## src/rtl/qar_mem_arbiter.sv

```systemverilog
// Two-port (fetch/data) to one-port memory arbiter with data-first priority,
// a fetch starvation guard, and atomic grant-to-response transactions.
module qar_mem_arbiter #(
    parameter int unsigned STARVE_LIMIT = 4,
    parameter int unsigned ADDR_WIDTH   = 32
) (
    input  logic                  clk,
    input  logic                  rst_n,
    // Fetch port
    input  logic                  i_valid,
    input  logic [ADDR_WIDTH-1:0] i_addr,
    output logic                  i_ready,
    output logic [31:0]           i_rdata,
    // Data port
    input  logic                  d_valid,
    input  logic                  d_we,
    input  logic [ADDR_WIDTH-1:0] d_addr,
    input  logic [31:0]           d_wdata,
    output logic                  d_ready,
    output logic [31:0]           d_rdata,
    // Downstream memory bus
    output logic                  m_valid,
    output logic                  m_we,
    output logic [ADDR_WIDTH-1:0] m_addr,
    output logic [31:0]           m_wdata,
    input  logic                  m_ready,
    input  logic [31:0]           m_rdata,
    output logic [1:0]            grant
);

    localparam int unsigned CntW = $clog2(STARVE_LIMIT + 1);
    localparam logic [CntW-1:0] Limit = CntW'(STARVE_LIMIT);

    localparam logic [1:0] GrantNone = 2'b00;
    localparam logic [1:0] GrantI    = 2'b01;
    localparam logic [1:0] GrantD    = 2'b10;

    typedef enum logic [2:0] {
        StIdle,
        StBusyI,
        StBusyD,
        StRespI,
        StRespD
    } state_e;

    state_e                r_state, w_state_d;
    logic [CntW-1:0]       r_starve_cnt, w_starve_cnt_d;
    logic                  r_m_valid, w_m_valid_d;
    logic                  r_m_we, w_m_we_d;
    logic [ADDR_WIDTH-1:0] r_m_addr, w_m_addr_d;
    logic [31:0]           r_m_wdata, w_m_wdata_d;
    logic                  r_i_ready, w_i_ready_d;
    logic [31:0]           r_i_rdata, w_i_rdata_d;
    logic                  r_d_ready, w_d_ready_d;
    logic [31:0]           r_d_rdata, w_d_rdata_d;
    logic [1:0]            r_grant, w_grant_d;
    logic                  w_data_wins;

    // Data wins unless a fetch is waiting and has already been passed over too often.
    assign w_data_wins = d_valid && (!i_valid || (r_starve_cnt < Limit));

    always_comb begin
        w_state_d      = r_state;
        w_starve_cnt_d = r_starve_cnt;
        w_m_valid_d    = r_m_valid;
        w_m_we_d       = r_m_we;
        w_m_addr_d     = r_m_addr;
        w_m_wdata_d    = r_m_wdata;
        w_i_ready_d    = 1'b0;
        w_i_rdata_d    = r_i_rdata;
        w_d_ready_d    = 1'b0;
        w_d_rdata_d    = r_d_rdata;
        w_grant_d      = r_grant;

        unique case (r_state)
            StIdle: begin
                w_m_valid_d = 1'b0;
                w_grant_d   = GrantNone;
                if (w_data_wins) begin
                    w_state_d   = StBusyD;
                    w_m_valid_d = 1'b1;
                    w_grant_d   = GrantD;
                    w_m_we_d    = d_we;
                    w_m_addr_d  = d_addr;
                    w_m_wdata_d = d_wdata;
                    if (i_valid) begin
                        w_starve_cnt_d = (r_starve_cnt == Limit) ? r_starve_cnt
                                                                 : r_starve_cnt + CntW'(1);
                    end else begin
                        w_starve_cnt_d = '0;
                    end
                end else if (i_valid) begin
                    w_state_d      = StBusyI;
                    w_m_valid_d    = 1'b1;
                    w_grant_d      = GrantI;
                    w_m_we_d       = 1'b0;
                    w_m_addr_d     = i_addr;
                    w_m_wdata_d    = '0;
                    w_starve_cnt_d = '0;
                end
            end
            StBusyI: begin
                if (m_ready) begin
                    w_state_d   = StRespI;
                    w_i_rdata_d = m_rdata;
                    w_i_ready_d = 1'b1;
                    w_m_valid_d = 1'b0;
                    w_grant_d   = GrantNone;
                end
            end
            StBusyD: begin
                if (m_ready) begin
                    w_state_d   = StRespD;
                    if (!r_m_we) begin
                        w_d_rdata_d = m_rdata;
                    end
                    w_d_ready_d = 1'b1;
                    w_m_valid_d = 1'b0;
                    w_grant_d   = GrantNone;
                end
            end
            StRespI, StRespD: begin
                // Requester valid here still belongs to the completed request.
                w_state_d   = StIdle;
                w_m_valid_d = 1'b0;
                w_grant_d   = GrantNone;
            end
            default: begin
                w_state_d   = StIdle;
                w_m_valid_d = 1'b0;
                w_grant_d   = GrantNone;
            end
        endcase
    end

    always_ff @(posedge clk or negedge rst_n) begin
        if (!rst_n) begin
            r_state      <= StIdle;
            r_starve_cnt <= '0;
            r_m_valid    <= 1'b0;
            r_m_we       <= 1'b0;
            r_m_addr     <= '0;
            r_m_wdata    <= '0;
            r_i_ready    <= 1'b0;
            r_i_rdata    <= '0;
            r_d_ready    <= 1'b0;
            r_d_rdata    <= '0;
            r_grant      <= GrantNone;
        end else begin
            r_state      <= w_state_d;
            r_starve_cnt <= w_starve_cnt_d;
            r_m_valid    <= w_m_valid_d;
            r_m_we       <= w_m_we_d;
            r_m_addr     <= w_m_addr_d;
            r_m_wdata    <= w_m_wdata_d;
            r_i_ready    <= w_i_ready_d;
            r_i_rdata    <= w_i_rdata_d;
            r_d_ready    <= w_d_ready_d;
            r_d_rdata    <= w_d_rdata_d;
            r_grant      <= w_grant_d;
        end
    end

    assign i_ready = r_i_ready;
    assign i_rdata = r_i_rdata;
    assign d_ready = r_d_ready;
    assign d_rdata = r_d_rdata;
    assign m_valid = r_m_valid;
    assign m_we    = r_m_we;
    assign m_addr  = r_m_addr;
    assign m_wdata = r_m_wdata;
    assign grant   = r_grant;

endmodule
```

## config.mk

```make
export PLATFORM = sky130hd
export DESIGN_NAME = qar_mem_arbiter
export DESIGN_NICKNAME = d
export VERILOG_FILES = /design/src/rtl/qar_mem_arbiter.sv
export SDC_FILE = /design/constraint.sdc
export NUM_CORES = 1
export LEC_CHECK = 0
export CORE_MARGIN = 5
export CORE_UTILIZATION = 43
export CTS_BUF_LIST = sky130_fd_sc_hd__clkbuf_2
export CTS_CLUSTER_DIAMETER = 40
export DETAILED_ROUTE_END_ITERATION = 10
export GPL_TIMING_DRIVEN = 0
export PLACE_DENSITY = 0.83
export SETUP_SLACK_MARGIN = 0.1
export SYNTH_ARGS = -nofsm -noshare
export SYNTH_HDL_FRONTEND = slang
export SYNTH_SLANG_ARGS = --single-unit
```

## constraint.sdc

```tcl
create_clock -name clk -period 1.8 [get_ports clk]
set_input_delay 0.36 -clock clk [delete_from_list [all_inputs] [get_ports clk]]
set_output_delay 0.36 -clock clk [all_outputs]
set_load 0.05 [all_outputs]
```

==> results of run 1 <==
==> where the power goes <==
part / switching (mW) / internal [mW]
logic: 8.16 / 7.23
registers: 1.19 / 4.60
clock network: 1.14 / 0.769
==> stage by stage <==
step	TNS [ns]	power (mW)	setup WS [ns]	std cells	cell area, um^2
floorplan	0	13.33	0.1927	400	5832
global placement	-728.41	17.21	-4.918	843	8725
detailed placement	-46.45	17.45	-0.4540	844	8753
CTS	0	20.99	0.006825	933	9702
global route	-1.119	24.02	-0.09853	983	10620
finish	0	23.08	0.04043	983	10620
==> per-layer routing <==
layer / up-vias / routed length, um / global-route usage [%]
met1: 2517 / 7848 / 27.22
met2: 216 / 10660 / 38.85
li1: 2286 / - / -
met4: 0 / 575 / 8.896
met5: - / 0 / 0
met3: 44 / 1604 / 8.113
==> cell usage in the layout, fill, tap and decap left out, drive strengths merged, types with 2 or more instances in the layout <==
cell / synthesis / layout
buf: 23 / 260
dfrtp: 140 / 140
clkdlybuf4s50: 0 / 132
mux2: 64 / 64
clkbuf: 12 / 39
a22o: 34 / 34
nand2b: 32 / 32
o22ai: 32 / 32
a2bb2oi: 32 / 32
clkinv: 0 / 6
inv: 4 / 4
a21oi: 3 / 3
bufinv: 0 / 3
nor2b: 3 / 3
nor3: 3 / 3
o21ai: 3 / 3
a32o: 2 / 2
a21o: 2 / 2
ha: 2 / 2
==> final cells by class <==
class | instances | area [um^2] | area share [%]
Buffer | 34 | 359.1 | 3.381
Timing Repair Buffer | 377 | 3904 | 36.75
Tap cell | 176 | 220.2 | 2.073
Clock buffer | 21 | 105.1 | 0.9895
Inverter | 4 | 17.52 | 0.1649
Sequential cell | 140 | 3505 | 33.00
Multi-Input combinational cell | 221 | 2387 | 22.48
Clock inverter | 10 | 123.9 | 1.166
==> sequential cells by signal (all words and copies together) (netlist names) <==
| register | cells |
|---|---|
| d_rdata | 32 |
| i_rdata | 32 |
| m_addr | 32 |
| m_wdata | 32 |
| r_starve_cnt | 3 |
| r_state | 3 |
| grant | 2 |
| d_ready | 1 |
| i_ready | 1 |
| m_valid | 1 |
| m_we | 1 |
==> kinds of logic after synthesis <==
| group | count (synthesis) |
|---|---|
| fa+ha+maj | 2 |
| xor+xnor | 1 |
| flops | 140 |
| buf+inv | 39 |
| compound gates | 110 |
| simple gates | 44 |
| mux | 64 |
==> cells in the mapped netlist (2+ instances only) <==
cell	count
ha_1	2
nor3_1	2
a21o_1	2
inv_1	3
o22ai_1	32
buf_1	2
a21oi_1	3
a22o_1	34
o21ai_0	2
buf_4	5
buf_2	3
nor2b_1	2
buf_6	13
dfrtp_1	140
a2bb2oi_1	32
nand2b_1	32
mux2_2	34
clkbuf_1	12
mux2_4	30
a32o_1	2
==> worst max-delay path, delay by kind of cell, from the launching register on <==
| kind | cells | cell delay (ns) |
|---|---|---|
| buffers and inverters | 4 | 0.50 |
| flip-flops | 1 | 0.41 |
| multiplexers | 1 | 0.29 |
| AND/OR/NAND/NOR | 2 | 0.45 |
==> what timing repair did <==
action	4_1_cts	5_1_grt
resized for setup	953	105
buffers inserted	55	44
endpoints found under the setup margin	250	251
hold endpoints to repair	67	0
hold buffers	1	0
pin swaps	4	14
cloned	2	8
==> path summary, 6_finish.rpt <==
path / start / end / slack, ns
setup / recovery: r_state[0]$_DFFE_PN0P_ / d_rdata[25]$_DFFE_PN0P_ / 0.04
hold / removal: rst_n / d_rdata[23]$_DFFE_PN0P_ / 0.19
setup reg to reg: r_state[0]$_DFFE_PN0P_ / d_rdata[25]$_DFFE_PN0P_ / 0.04
hold reg to reg: m_wdata[10]$_DFFE_PN0P_ / m_wdata[10]$_DFFE_PN0P_ / 0.55
max in group asynchronous: rst_n / m_wdata[8]$_DFFE_PN0P_ / 0.78
min in group clk: d_wdata[15] / m_wdata[15]$_DFFE_PN0P_ / 0.24
==> impl_metrics.yaml, run 1 <==
grt:
  grt_max_degree: 74
  grt_overflow: 0
  grt_pass1_vias: 5292
  grt_pass1_wl_um: 29220
  grt_use_total_pct: 23.10
  antenna_found_initial: 0
setup_path:
  critPathCaptureType: "flop"
  crit_path_frequent_cell: "buf_12"
  crit_path_start_kind: "flop"
  slowest_stage: "dfrtp_1"
  path_cells: "buf_6 -> and4bb_2 -> nor2b_4 -> buf_12 -> buf_12 -> buf_12 -> mux2_4"
  worstPathMaxFanout: 7
  r2r_cells: 7
  critPathRequiredTime_ns: 2.39
  critPathKind: "flop to flop"
  crit_path_max_incr_delay_ns: 0.41
  crit_arrival_ns: 2.35
routing:
  first_iter_violations: 290
  drc: 0
  num_vias: 5063
  routed_wl_um: 20690
  drt-wirelength-per-cell_um: 21.04
  firstDrtPassIters: 4
  vias_per_cell: 5.151
  drtAntennaViolNets: 0
synthesis:
  yosysWarnings: 0
  synth_top_family_by_area: "compound AO/OA/AOI/OAI gates"
  synth_enable_flop_cells: 0
  yosysUniqueCellTypes: 33
  yosys.area_share.simple_pct: 5.664
  synth_top_area_cell: "dfrtp_1"
  synthesis.instances: 400
  syn_nets: 536
  synth_mux_area_share_pct: 14.29
  synth_compound_area_share_pct: 14.83
  ys_seq_elements: 140
  synthAdderAreaFrac_pct: 0.4291
  avgSynthCellArea_um2: 14.58
  async_reset_ff_share_pct: 100.0
  synth_top_area_share_pct: 60.07
  syn_area_mm2: 0.005832
  synth_area_leaders: "dfrtp_1, mux2_4, mux2_2, a22o_1, a2bb2oi_1"
  ys_seq_area_share_pct: 60.07
  synth_top_flop_cell: "dfrtp_1"
  synth_xor_area_share_pct: 0.1502
place:
  place.gp.congestion: 0.9422
  dp_hpwl_um: 12700
  port_buffers: 267
clocking:
  cts-buffers-inserted: 17
  root_buffer: "clkbuf_2"
  clkSinkCount: 140
  clk_path_buf_depth: 2
  clkLatencyLatePin_ns: 0.73
  cts_max_level: 4
  clk_pin_slew_worst_paths_ns: 0.24
  tritoncts: "built"
sta:
  hold-worst-slack_ns: 0.1914
  clock_skew_ns: 0.04206
  period_needed_ns: 1.760
  setup_viol: 0
  finalMaxSlewViolations: 0
  fin_crit_sh_pct: 97.75
  max_freq_ghz: 0.5683
  rsz0062_at_grt: "true"
  slew_headroom_pct: 57.12
  worst_slew_pin_slew_ns: 0.6431
  hold_violations: 0
power:
  power_density_mw_per_mm2: 2173
  irDropWorstVdd_uv: 1199
  power.leakage_nw: 4.872
final_layout:
  drive_gt1_share_pct: 49.81
  postLayoutCoreUtil_pct: 79.89
  syn_to_final_growth_pct: 82.13
  antennaDiodeCount: 0
  n_fill_cell: 757
  fin_nets: 931
floorplan:
  die_area_mm2: 0.01599
  rows: 42
  start_util_pct: 43.86
  die_w_um: 126.5
  dieHeight_um: 126.5
  coreArea_mm2: 0.01330
  num_io_pins: 268
run:
  cap_violations: 0
worst_hold_path:
  holdCritPathClass: "input port to async pin"
run_status:
  status: "finished clean"
Note: power is estimated with default switching activity, not from simulation.
==> run 2, diff against run 1 <==
--- a/config.mk
+++ b/config.mk
@@ -13,6 +13,7 @@
 export GPL_TIMING_DRIVEN = 0
 export PLACE_DENSITY = 0.83
 export SETUP_SLACK_MARGIN = 0.1
+export SKIP_LAST_GASP = 1
 export SYNTH_ARGS = -nofsm -noshare
 export SYNTH_HDL_FRONTEND = slang
 export SYNTH_SLANG_ARGS = --single-unit
==> impl_metrics.yaml, run 2 (same netlist as run 1, synthesis figures left out) <==
grt:
  grt_util_met3_pct: 8.113
  grt_max_degree: 74
  grt_pass1_vias: 5292
  gr-usage-met2_pct: 38.85
  grt_pass1_wl_um: 29220
  grt_overflow: 0
  grt_use_met1_pct: 27.22
  grt_busiest_layer: "met2"
  grt_use_total_pct: 23.10
  antenna_found_initial: 0
routing:
  first_iter_violations: 249
  drc: 0
  firstDrtPassIters: 4
  routed_wl_um: 20350
  num_vias: 5065
  drtAntennaViolNets: 0
  vias_per_cell: 5.153
  drt-wirelength-per-cell_um: 20.70
clocking:
  clkLatencyLatePin_ns: 0.72
  clk_path_buf_depth: 2
  cts-buffers-inserted: 17
  cts_max_level: 4
  clk_pin_slew_worst_paths_ns: 0.22
  clkSinkCount: 140
  tritoncts: "built"
  root_buffer: "clkbuf_2"
sta:
  hold_violations: 0
  clock_skew_ns: 0.03528
  worst_slew_pin_slew_ns: 0.6280
  slew_headroom_pct: 58.13
  max_freq_ghz: 0.5636
  finalMaxSlewViolations: 0
  fin_crit_sh_pct: 98.57
  tns_ns: 0
  period_needed_ns: 1.774
  rsz0062_at_grt: "true"
  setup_viol: 0
floorplan:
  start_util_pct: 43.86
  rows: 42
  coreArea_mm2: 0.01330
  num_io_pins: 268
  die_area_mm2: 0.01599
  die_w_um: 126.5
  dieHeight_um: 126.5
setup_path:
  r2r-start: "r_state[0]$_DFFE_PN0P_"
  r2r_slack_ns: 0.04
  r2r_cells: 7
  worstPathMaxFanout: 10
  critPathKind: "input port to flop"
  worstSetupStartpoint: "i_valid"
  r2r-end: "d_rdata[25]$_DFFE_PN0P_"
  crit_path_start_kind: "input port"
  critPathRequiredTime_ns: 2.41
  crit_arrival_ns: 2.38
  critPathCaptureType: "flop"
final_layout:
  regArea_mm2: 0.003503
  n_fill_cell: 764
  postLayoutCoreUtil_pct: 79.66
  design_area_mm2: 0.01059
  fin_nets: 931
  drive_gt1_share_pct: 49.32
  syn_to_final_growth_pct: 81.61
  multi_input_area_mm2: 0.002344
  layoutNonFillerInstCount: 983
  mostFrequentLayoutCells: "buf_6, dfrtp_1, clkdlybuf4s50_1"
  final_common_cell: "buf_6"
  antennaDiodeCount: 0
power:
  power_mw: 22.98
  power.leakage_nw: 4.854
  seqPwrFrac_pct: 25.1
  switchingPower_mw: 10.41
  pwr-share-comb_pct: 66.7
  power_density_mw_per_mm2: 2169
  intPower_mw: 12.57
  p_clk_share_pct: 8.2
  power.share.switching_pct: 45.31
  irDropWorstVdd_uv: 1200
worst_hold_path:
  holdCritPathClass: "input port to async pin"
place:
  place.gp.congestion: 0.9422
  dp_hpwl_um: 12700
  place_inst: 844
  port_buffers: 267
  placed_area_mm2: 0.008753
run_status:
  status: "finished clean"
run:
  cap_violations: 0
==> run 2: cell count changes in the layout (fill, tap and decap cells not counted), moves of 2 or more <==
cell and change:
a2bb2oi_1 +3, buf_6 -4, buf_4 +2, a2bb2oi_2 -3, mux2_4 -6, mux2_2 +6
==> run 2: power by group through the flow <==
stage / registers (mW) / clock network (mW) / logic, mW
CTS: 5.66 / 1.92 / 13.4
floorplan: 10.3 / 0 / 3.04
finish: 5.76 / 1.88 / 15.3
global route: 5.95 / 2.11 / 15.9
global placement: 5.41 / 0 / 11.8
detailed placement: 5.49 / 0 / 12.0
==> run 2: routing by layer <==
| metal | wire length, um | part of all wire, % | up-vias |
|---|---|---|---|
| met5 | 0 | 0 | - |
| met4 | 581 | 2.9 | 0 |
| met3 | 1615 | 7.9 | 46 |
| met2 | 10390 | 51 | 224 |
| met1 | 7761 | 38 | 2519 |
| li1 | - | - | 2276 |
==> run 2: how the worst max path moves through the flow <==
stage,endpoint,slack (ns),cells past startpoint
after floorplan,d_rdata[10]$_DFFE_PN0P_,0.19,6
after global placement,m_wdata[23]$_DFFE_PN0P_,-4.92,1
after detailed placement,m_addr[11]$_DFFE_PN0P_,-0.45,6
after CTS,m_we,-0.05,1
after global routing,d_rdata[30],-0.07,1
final,m_addr[11]$_DFFE_PN0P_,0.03,6
==> run 2: repair_timing <==
| item | CTS | global route |
|---|---|---|
| endpoints found under the setup margin | 250 | 251 |
| hold buffers | 1 | 0 |
| gates resized for setup | 949 | 95 |
| hold endpoints to repair | 67 | 0 |
| buffers inserted | 55 | 44 |
| pin swaps | 4 | 3 |
| cloned | 2 | 8 |
==> run 2: final cells by class <==
type	count	area share [%]
Clock buffer	21	0.9923
Multi-Input combinational cell	221	22.13
Clock inverter	10	1.170
Inverter	4	0.1654
Sequential cell	140	33.08
Buffer	34	3.473
Tap cell	176	2.079
Timing Repair Buffer	377	36.92
==> run 2: worst max-delay path, cell delays in order <==
cell and delay [ns]:
clkdlybuf4s50_1 0.52, buf_1 0.50, clkbuf_1 0.44, nand2b_1 0.18, o22ai_1 0.28, a2bb2oi_2 0.10
==> run 2: metrics by stage <==
step,worst slack [ns],hold WS [ns]
final,0.02576,0.2041
after global routing,-0.06768,0.1349
after CTS,-0.05050,0.1423
after detailed placement,-0.4540,0.4094
after global placement,-4.918,0.4612
after floorplan,0.1927,0.06441
